===== src/rtl/if_prefetch_pkg.sv =====
// Shared types and widths for the instruction prefetch unit.
package if_prefetch_pkg;

    localparam int unsigned PC_W          = 8;
    localparam int unsigned INST_W        = 8;
    localparam int unsigned DEPTH_DEFAULT = 4;

    typedef enum logic [1:0] {
        IDLE  = 2'd0,
        REQ   = 2'd1,
        WAIT  = 2'd2,
        DRAIN = 2'd3
    } pf_state_e;

    typedef struct packed {
        logic [PC_W-1:0]   pc;
        logic [INST_W-1:0] inst;
    } fetch_entry_t;

endpackage


===== src/rtl/if_prefetch_fifo.sv =====
// Show-ahead instruction queue of {pc, inst} entries with synchronous clear.
module prefetch_fifo
    import if_prefetch_pkg::*;
#(
    parameter int unsigned DEPTH = DEPTH_DEFAULT
) (
    input  logic                     clk,
    input  logic                     reset,
    input  logic                     push,
    input  logic                     pop,
    input  logic                     clear,
    input  fetch_entry_t             wdata,
    output fetch_entry_t             rdata,
    output logic [$clog2(DEPTH):0]   count
);

    localparam int unsigned PTR_W = $clog2(DEPTH);
    localparam int unsigned CNT_W = PTR_W + 1;

    fetch_entry_t     mem [DEPTH];
    logic [PTR_W-1:0] wr_ptr;
    logic [PTR_W-1:0] rd_ptr;
    logic             do_push;
    logic             do_pop;

    // Clear wins over any same-cycle push or pop.
    assign do_push = push && !clear;
    assign do_pop  = pop && !clear && (count != '0);

    always_ff @(posedge clk) begin
        if (reset || clear) begin
            wr_ptr <= '0;
            rd_ptr <= '0;
            count  <= '0;
        end else begin
            if (do_push) wr_ptr <= wr_ptr + PTR_W'(1);
            if (do_pop)  rd_ptr <= rd_ptr + PTR_W'(1);
            case ({do_push, do_pop})
                2'b10:   count <= count + CNT_W'(1);
                2'b01:   count <= count - CNT_W'(1);
                default: count <= count;
            endcase
        end
    end

    always_ff @(posedge clk) begin
        if (do_push) mem[wr_ptr] <= wdata;
    end

    assign rdata = mem[rd_ptr];

endmodule


===== src/rtl/if_prefetch.sv =====
// Instruction prefetcher: one outstanding fetch at a time feeding a show-ahead queue.
module if_prefetch
    import if_prefetch_pkg::*;
#(
    parameter int unsigned      DEPTH    = DEPTH_DEFAULT,
    parameter logic [PC_W-1:0]  RESET_PC = 8'h00
) (
    input  logic                     clk,
    input  logic                     reset,
    output logic                     mem_req_valid,
    output logic [PC_W-1:0]          mem_req_addr,
    input  logic                     mem_req_ready,
    input  logic                     mem_resp_valid,
    input  logic [INST_W-1:0]        mem_resp_data,
    output logic                     inst_valid,
    output logic [INST_W-1:0]        inst_data,
    output logic [PC_W-1:0]          inst_pc,
    input  logic                     inst_ready,
    input  logic                     redirect,
    input  logic [PC_W-1:0]          redirect_pc,
    output logic [$clog2(DEPTH):0]   fifo_count
);

    localparam int unsigned      CNT_W     = $clog2(DEPTH) + 1;
    localparam logic [CNT_W-1:0] DEPTH_CNT = CNT_W'(DEPTH);

    pf_state_e        state;
    pf_state_e        state_nx;
    logic [PC_W-1:0]  fetch_pc;
    logic [PC_W-1:0]  fetch_pc_nx;
    logic [PC_W-1:0]  req_pc;
    logic             accept;
    logic             push;
    logic             pop;
    logic [CNT_W-1:0] count_after;
    fetch_entry_t     head;
    fetch_entry_t     wentry;

    assign accept      = (state == REQ) && mem_req_ready;
    assign pop         = inst_valid && inst_ready;
    assign push        = (state == WAIT) && mem_resp_valid && !redirect;
    assign count_after = fifo_count + CNT_W'(push) - CNT_W'(pop);

    always_ff @(posedge clk) begin
        if (reset) begin
            state    <= IDLE;
            fetch_pc <= RESET_PC;
            req_pc   <= RESET_PC;
        end else begin
            state    <= state_nx;
            fetch_pc <= fetch_pc_nx;
            if (accept) req_pc <= fetch_pc;
        end
    end

    // Redirect overrides every normal transition; an accepted or in-flight fetch is drained.
    always_comb begin
        state_nx    = state;
        fetch_pc_nx = fetch_pc;
        if (redirect) begin
            fetch_pc_nx = redirect_pc;
            case (state)
                WAIT:    state_nx = mem_resp_valid ? REQ : DRAIN;
                REQ:     state_nx = mem_req_ready  ? DRAIN : REQ;
                DRAIN:   state_nx = mem_resp_valid ? REQ : DRAIN;
                default: state_nx = REQ;
            endcase
        end else begin
            case (state)
                IDLE: begin
                    if (fifo_count < DEPTH_CNT) state_nx = REQ;
                end
                REQ: begin
                    if (mem_req_ready) begin
                        state_nx    = WAIT;
                        fetch_pc_nx = fetch_pc + PC_W'(1);
                    end
                end
                WAIT: begin
                    if (mem_resp_valid) state_nx = (count_after < DEPTH_CNT) ? REQ : IDLE;
                end
                DRAIN: begin
                    if (mem_resp_valid) state_nx = REQ;
                end
                default: state_nx = IDLE;
            endcase
        end
    end

    assign wentry = '{pc: req_pc, inst: mem_resp_data};

    prefetch_fifo #(
        .DEPTH (DEPTH)
    ) u_fifo (
        .clk   (clk),
        .reset (reset),
        .push  (push),
        .pop   (pop),
        .clear (redirect),
        .wdata (wentry),
        .rdata (head),
        .count (fifo_count)
    );

    assign mem_req_valid = (state == REQ);
    assign mem_req_addr  = fetch_pc;
    assign inst_valid    = (fifo_count != '0);
    assign inst_data     = head.inst;
    assign inst_pc       = head.pc;

endmodule


===== config.mk =====
export PLATFORM = sky130hd
export DESIGN_NAME = if_prefetch
export DESIGN_NICKNAME = d
export VERILOG_FILES = /design/src/rtl/if_prefetch_pkg.sv /design/src/rtl/if_prefetch_fifo.sv /design/src/rtl/if_prefetch.sv
export SDC_FILE = /design/constraint.sdc
export NUM_CORES = 1
export LEC_CHECK = 0
export CORE_ASPECT_RATIO = 1.5
export CORE_MARGIN = 3
export CORE_UTILIZATION = 54
export DETAILED_ROUTE_END_ITERATION = 6
export PLACE_DENSITY = 0.88
export SYNTH_ARGS = -nofsm -noshare
export SYNTH_HDL_FRONTEND = slang
export SYNTH_SLANG_ARGS = --single-unit

===== constraint.sdc =====
create_clock -name clk -period 2.6 [get_ports clk]
set_input_delay 0.39 -clock clk [delete_from_list [all_inputs] [get_ports clk]]
set_output_delay 0.39 -clock clk [all_outputs]
set_load 0.02 [all_outputs]

# == Word-level counts from Yosys, hierarchy flattened ==
# Memory sizes are Yosys's and may differ from the RTL's. A register that Yosys moved wholly into a read port is not among the register bits.
# Cells that the tools add are included.
# word_totals
ff_bits,25
ram_bits,64
inputBits,22
output_inout_bits,29
n_memories,1
# mem_list
memory,depth,width,rd,rd_ports_with_merged_regs,wr,line,text
u_fifo.mem,4,16,1,1,1,if_prefetch_fifo.sv:20,fetch_entry_t mem [DEPTH];
# classes
addsub,7
n_lt_le_gt_ge,2
eq_ne,9
muxes,18
reduce_logical,17
# op_table
cell,n
8-bit 2-to-1 mux,3
2-bit 2-to-1 mux,9
3-bit inequality test (second input constant),3
8-bit by 1-bit adder with 8-bit output (second input constant),1
2-bit case mux with 4 select lines,1
1-bit logical AND,7
2-bit equality test (second input constant),3
3-bit < comparator (second input constant),2
3-bit case mux with 2 select lines,1
2-bit nonzero test,3
2-bit by 1-bit adder with 2-bit output (second input constant),2
2-bit by 1-bit equality test with 1-bit output (second input constant),2
2-bit case mux with 2 select lines,1
4-bit AND reduction,1
3-bit by 1-bit adder with 3-bit output,1
3-bit by 1-bit adder with 3-bit output (second input constant),1
1-bit 2-to-1 mux,3
3-bit by 1-bit inequality test with 1-bit output (second input constant),1
3-bit nonzero test,1
3-bit by 1-bit subtractor with 3-bit output,1
3-bit by 1-bit subtractor with 3-bit output (second input constant),1
2-bit zero test,1
2-bit AND reduction,1
2-bit OR reduction,1
2 further kinds,2

# == Depth between registers and ports, before layout ==
# Gate-level depths: netlist (run 1).
# depth
ltp_word,10
ltp_mapped,8
mapped_depth_nobuf,8

# == Cells and area by module ==
# A second synthesis (run 1) with hierarchy kept.
# unflattened
cells_unflattened,246
area_unflattened_um2,3728.6
# by_module_without_submodules
mod,instances,cells_per_inst,area_per_inst_um2
prefetch_fifo,1,133,2797.7
if_prefetch,1,113,930.9

# == Worst setup path before layout (run 1) ==
# Ideal clock, no wire load.
# synth_path
path_kind,flip-flop to flip-flop
start,register u_fifo.count[2]
end,register u_fifo.count[2]
t_arrival_ns,1.981
required_ns,2.530
setup_slack_ns,0.549
stages_incl_launch_ff,9
path_buffers,0
cell_sequence,dfxtp_1 o31ai_1 nor2_1 ha_1 inv_1 fa_1 xor2_1 or3_1 a21oi_1
# synth_between
elab_chain_len,6
# synth_rtl
element,line,text
from (decl),if_prefetch_fifo.sv:14,output logic [$clog2(DEPTH):0] count
from (signal assigned),if_prefetch_fifo.sv:39,2'b10: count <= count + CNT_W'(1);
from (signal assigned),if_prefetch_fifo.sv:40,2'b01: count <= count - CNT_W'(1);
from (signal assigned),if_prefetch_fifo.sv:41,default: count <= count;
3-bit nonzero test *,"if_prefetch_fifo.sv:28, if_prefetch.sv:107",
1-bit logical AND,if_prefetch.sv:40,assign pop = inst_valid && inst_ready;
1-bit logical AND,if_prefetch_fifo.sv:28,assign do_pop = pop && !clear && (count != '0);
1-bit logical AND *,if_prefetch_fifo.sv:28,
via u_fifo.do_pop,if_prefetch_fifo.sv:24,logic do_pop;
2-bit by 1-bit equality test with 1-bit output / 2-bit equality test (equally long branches),if_prefetch_fifo.sv:38,"case ({do_push, do_pop})"
3-bit case mux with 2 select lines / 2-bit nonzero test (equally long branches),--,
# The timed path passes the listed nets; every way through them passes the cells marked *.
# A chain may end at the register's enable or synchronous reset.

==> results of run 1 <==
[final cells by class]
cell class,count,area [µm²]
clock buffer,9,124
clock inverter,7,91.3
fill,458,2030
inverter,10,37.5
multi-input combinational,130,1130
sequential,91,2460
tap,76,95.1
timing repair buffer,61,608
[path summary, 6_finish.rpt]
path                   startpoint              end  slack [ps]  depth (start not counted)
setup reg to reg  u_fifo.count[2]  u_fifo.count[2]         480                          8
hold / removal    mem_req_addr[7]        req_pc[7]         500                          2
setup / recovery        flip-flop       inst_pc[3]         100                          3
hold reg to reg   mem_req_addr[7]        req_pc[7]         500                          2
[metrics by stage]
stage	instance area [µm²]	util, %	setup WS [ps]
2_1_floorplan	3690	-	549
3_3_place_gp	4330	65.9	147
3_5_place_dp	4330	65.9	61.1
4_1_cts	4550	69.2	66.9
5_1_grt	4550	69.2	20.3
6_report	4550	69.2	101
[layout by cell type (no fill, tap or decap), drive strengths merged, types with 3 or more instances in the layout]
| master | count |
|---|---|
| a211oi | 5 |
| a21oi | 13 |
| and2 | 5 |
| buf | 11 |
| clkbuf | 9 |
| clkdlybuf4s50 | 50 |
| dfxtp | 27 |
| edfxtp | 64 |
| ha | 8 |
| inv | 11 |
| mux4 | 16 |
| nand2 | 20 |
| nand3 | 4 |
| nand3b | 4 |
| nor2 | 15 |
| nor3b | 3 |
| o21ai | 3 |
| or3 | 3 |
| xnor2 | 4 |
| xor2 | 8 |
[worst min-delay path, cell delays in order (launching register included)]
cell and delay, ps:
dfxtp_1 340, nand2_1 60, a21oi_1 50
[flip-flops by register name, summed over array words and instances, names as in the netlist, named ones only]
register / cells
u_fifo.wr_ptr: 2
state: 2
req_pc: 8
u_fifo.mem: 64
mem_req_addr: 8
u_fifo.rd_ptr: 2
u_fifo.count: 3
[power groups by stage]
stage	sequential (mW)	combinational, mW	clock, mW
finish	1.60	0.206	0.996
global route	1.61	0.224	1.09
CTS	1.60	0.208	1.02
detailed placement	1.64	0.207	0
global placement	1.63	0.201	0
floorplan	1.64	0.111	0
[per-layer routing]
metal / GRT usage [%] / part of all wire, %
met1: 21.3 / 42
met4: 8.16 / 1.6
met5: 0 / 0
met2: 27.9 / 52
met3: 4.21 / 4.3
[cells by family after synthesis]
logic type	count (synthesis)
buffers and inverters	21
flip-flops	91
AND/OR/NAND/NOR	65
XOR/XNOR	12
AO/OA/AOI/OAI	27
adder cells (fa/ha/maj)	9
multiplexers	17
==> flow_summary_export.csv, run 1 <==
group,metric,value,unit
floorplan,rows,36,
clock_tree,htreeDepth,3,
floorplan,die_area,0.00789,mm²
placement,post-dp-hpwl,4140,µm
worst_setup_path,critPathKind,"flip-flop to output pin",
global_routing,grt_pass1_wl,10100,µm
worst_setup_path,crit_fanout,16,
worst_setup_path,slowest_stage,"mux4_2",
finish,fin_cells,384,
power,p_per_area,617,mW/mm²
routing,dr.pass1.iters,4,
floorplan,die_y,107,µm
clock_tree,clk_latency,350,ps
routing,vias,2104,
synth,synth_top_family_by_area,"multiplexers",
sta,finalSetupTns,0,ps
worst_setup_path,cp.arrival,2110,ps
global_routing,grt_max_degree,21,
routing,drc,0,
sta,fmax,0.400,GHz
sta,fin_hold_ws,497,ps
routing,wirelength,6020,µm
global_routing,gr-total-overflow,0,
worst_setup_path,end_kind,"output pin",
placement,place_congestion,0.695,
synth,synth_top_flop_cell,"edfxtp_1",
synth,ys_async_sr_fraction,0,%
sta,worst_pin_slew,425,ps
synth,netlist_instances,242,
worst_setup_path,crit_family,"buffers and inverters",
finish,drive_gt1_share,16.2,%
power,peakVddDrop,347,µV
placement,port_buffers,50,
sta,hold_viol_final,0,
sta,finalMaxSlewViolations,0,
worst_setup_path,start_kind,"flip-flop",
synth,syn-num-nets,273,
synth,synth_top_area_share,52.0,%
synth,synth_warnings,0,
clock_tree,cts_root_buf,"clkbuf_8",
synth,ys_ff_latch,91,
synth,seq_area_frac_synth,66.6,%
power,swShare,21.0,%
global_routing,antenna_found_initial,0,
finish,area_growth,23.1,%
global_routing,grt.total_usage,17.2,%
sta,skew,11.5,ps
floorplan,boundaryPins,51,
floorplan,core_area,0.00658,mm²
clock_tree,holdBufCountCts,0,
synth,synth_area_leaders,"edfxtp_1, dfxtp_1, mux4_2, ha_1, nand2_1",
placement,dp_cells,368,
synth,synth_area_leader_cell,"edfxtp_1",
clock_tree,post-cts-setup-buffers,0,
hold_path,min-delay-path-class,"flip-flop to flip-flop",
flow_run,drv_cap,0,
power,power.internal,2.21,mW
sta,min_period,2500,ps
clock_tree,cts.sinks,91,
synth,synth_xor_area_share,2.84,%
power,power,2.80,mW
routing,viasPerCell,5.48,
power,switching_power,0.590,mW
clock_tree,cts.clk_slew.worst_paths,80,ps
worst_setup_path,crit_chain,"buf_4 > mux4_2 > clkdlybuf4s50_1",
worst_setup_path,critPathMaxStageDelay,570,ps
finish,nNetsFinal,334,
synth,syn_area,0.00369,mm²
synth,synth_common_cells,"edfxtp_1, dfxtp_1, nand2_1",
synth,synth-compound-area-share,4.77,%
sta,max_slew_margin,71.7,%
sta,rsz0062_at_grt,"false",
power,pwr-share-clk,35.5,%
worst_setup_path,required,2210,ps
power,power_frac_seq,57.1,%
synth,synth_edf_count,64,
finish,num_antenna_cells,0,
power,combPwrFrac,7.3,%
global_routing,grt_pass1_vias,2134,
synth,synth.area.mux_share,10.0,%
synth,synth.most_common_cell,"edfxtp_1",
floorplan,start_util,56.2,%
worst_setup_path,timing.critical_path.buf_inv,2,
clock_tree,cts-resized-gates,0,
synth,synthAdderAreaFrac,3.25,%
routing,drt-initial-drc-count,170,
sta,min_period_over_period,96.1,%
floorplan,dieWidth,73.5,µm
synth,synth_area_per_cell,15.3,µm²
synth,synthDistinctLibCells,41,
routing,drtAntennaViolNets,0,
power,p_leak,1.54,nW
clock_tree,cts_buffers,9,
routing,wl_per_cell,15.7,µm
clock_tree,cts_tree,"built",
synth,synth-simple-area-share,9.72,%
clock_tree,cts_max_path_buffers,2,
sta,setup_viol,0,
status,outcome,"finished, final reports clean",
(Power assumes the default switching activity.)
==> run 2, diff against run 1 <==
--- a/config.mk
+++ b/config.mk
@@ -5,6 +5,7 @@
 export SDC_FILE = /design/constraint.sdc
 export NUM_CORES = 1
 export LEC_CHECK = 0
+export ABC_AREA = 1
 export CORE_ASPECT_RATIO = 1.5
 export CORE_MARGIN = 3
 export CORE_UTILIZATION = 54
==> run 2 against run 1 <==
Against the previous run: final area about the same; clock power decreased by 5.7%; count of clock-buffer cells in the layout increased by 3; first-iteration DRC count increased by 29%; total power decreased by 3.8%; sequential cell count unchanged; critical endpoint is now inst_pc[4]; clock skew decreased by 3.7 ps; critical path depth increased by 2.
==> flow_summary_export.csv, run 2 <==
group,metric,value,unit
synth,synth_top_area_share,51.8,%
finish,num_antenna_cells,0,
clock_tree,post-cts-setup-buffers,0,
synth,synth_edf_count,64,
sta,fin_ws,153,ps
sta,skew,7.75,ps
sta,worst_pin_slew,398,ps
finish,largest-register,"u_fifo.mem",
sta,setup_viol,0,
global_routing,grt_max_degree,33,
power,p_leak,1.66,nW
sta,finalMaxSlewViolations,0,
global_routing,grt.total_usage,20.2,%
synth,seq_area_frac_synth,66.3,%
synth,synth.most_common_cell,"edfxtp_1",
routing,viasPerCell,5.45,
placement,port_buffers,50,
synth,synth_warnings,0,
power,peakVddDrop,372,µV
synth,netlist_instances,341,
synth,synth_common_cells,"edfxtp_1, nor2_1, o21ai_0",
hold_path,min-delay-path-class,"flip-flop to flip-flop",
finish,utilization,69.1,%
floorplan,boundaryPins,51,
worst_setup_path,critPathKind,"flip-flop to output pin",
synth,synth_top_flop_cell,"edfxtp_1",
sta,min_period_over_period,94.1,%
routing,drc,0,
synth,synth_area_per_cell,10.9,µm²
clock_tree,htreeDepth,3,
floorplan,start_util,56.4,%
clock_tree,cts_tree,"built",
sta,finalSetupTns,0,ps
clock_tree,cts.clk_slew.worst_paths,80,ps
floorplan,rows,36,
power,p_per_area,593,mW/mm²
worst_setup_path,start_kind,"flip-flop",
clock_tree,cts_root_buf,"clkbuf_8",
finish,drive_gt1_share,8.66,%
clock_tree,clk_latency,350,ps
sta,hold_viol_final,0,
finish,final_common_cell,"edfxtp_1",
clock_tree,cts_buffers,9,
clock_tree,cts_max_path_buffers,2,
clock_tree,cts.sinks,91,
floorplan,die_area,0.00793,mm²
routing,wirelength,7300,µm
routing,vias,2616,
status,outcome,"finished, final reports clean",
synth,ys_ff_latch,91,
finish,final_cell_mix,"edfxtp_1, nor2_1, o21ai_0, clkdlybuf4s50_1, inv_1",
finish,largest_register_ffs,64,
worst_setup_path,end_kind,"output pin",
sta,fin_hold_ws,468,ps
clock_tree,holdBufCountCts,0,
synth,synthDistinctLibCells,26,
flow_run,drv_cap,0,
floorplan,dieWidth,73.7,µm
sta,rsz0062_at_grt,"false",
global_routing,grt_pass1_wl,12100,µm
synth,syn-num-nets,372,
routing,wl_per_cell,15.2,µm
synth,synth_area_leader_cell,"edfxtp_1",
synth,syn_area,0.00371,mm²
worst_setup_path,crit_fanout,24,
routing,dr.pass1.iters,5,
global_routing,antenna_found_initial,0,
sta,min_period,2450,ps
worst_setup_path,required,2210,ps
synth,synth_area_leaders,"edfxtp_1, dfxtp_1, o21ai_0, nor2_1, inv_1",
sta,max_slew_margin,73.4,%
routing,drtAntennaViolNets,0,
placement,place_worst_setup_slack,210,ps
placement,place_congestion,0.798,
sta,fmax,0.409,GHz
floorplan,core_area,0.00658,mm²
finish,area_growth,22.5,%
placement,post-dp-hpwl,4890,µm
floorplan,die_y,108,µm
global_routing,grt_pass1_vias,2618,
finish,nNetsFinal,430,
routing,drt-initial-drc-count,220,
synth,ys_async_sr_fraction,0,%
worst_setup_path,cp.arrival,2060,ps
global_routing,gr-total-overflow,0,
## run 2: repair_timing
item	in CTS	in global routing
endpoints found under the setup margin	0	1
hold endpoints to repair	0	0
gates resized for setup	0	1
## run 2: report_power, final
part	total, mW	internal (mW)	switching [mW]	leakage [nW]
sequential	1.60	1.57	0.0255	0.811
clock	0.939	0.461	0.478	0.104
combinational	0.161	0.0763	0.0847	0.746
## run 2: path summary, 6_finish.rpt
kind / from / end / slack [ps] / cells past startpoint
max: flip-flop / inst_pc[4] / 150 / 5
min: u_fifo.rd_ptr[1] / u_fifo.rd_ptr[1] / 470 / 2
max reg2reg: u_fifo.count[2] / u_fifo.count[2] / 500 / 11
min reg2reg: u_fifo.rd_ptr[1] / u_fifo.rd_ptr[1] / 470 / 2
## run 2: per-layer routing
metal | vias up | part of all wire (%) | track usage [%]
met5 | - | 0 | 0
met4 | 0 | 1.1 | 8.16
met3 | 9 | 5.5 | 4.77
met2 | 86 | 53 | 34.2
met1 | 1232 | 40 | 24.5
li1 | 1289 | - | -
## run 2: cells by family after synthesis
kind of cell    share of synthesized area (%)
simple gates                             11.1
flops                                    66.3
xor+xnor                                 1.65
fa+ha+maj                                3.24
compound gates                           12.9
buf+inv                                  4.82
## run 2: critical path: stages (launching register included)
cell and delay, ps:
dfxtp_1 320, inv_1 240, buf_12 210, o21ai_0 90, o22ai_1 170, clkdlybuf4s50_1 680
## run 2: through the flow
step | cells | instance area (µm²) | power, mW
after floorplan | 341 | 3710 | 1.71
after global routing | 480 | 4550 | 2.79
after CTS | 480 | 4540 | 2.71
final | 480 | 4550 | 2.70
after global placement | 464 | 4340 | 1.78
after detailed placement | 464 | 4340 | 1.79
## run 2: layout make-up
class,count,area [µm²]
Clock buffer,12,176
Clock inverter,4,30.0
Tap cell,76,95.1
Sequential cell,91,2460
Fill cell,470,2030
Inverter,34,131
Multi-Input combinational cell,204,1070
Timing Repair Buffer,59,581
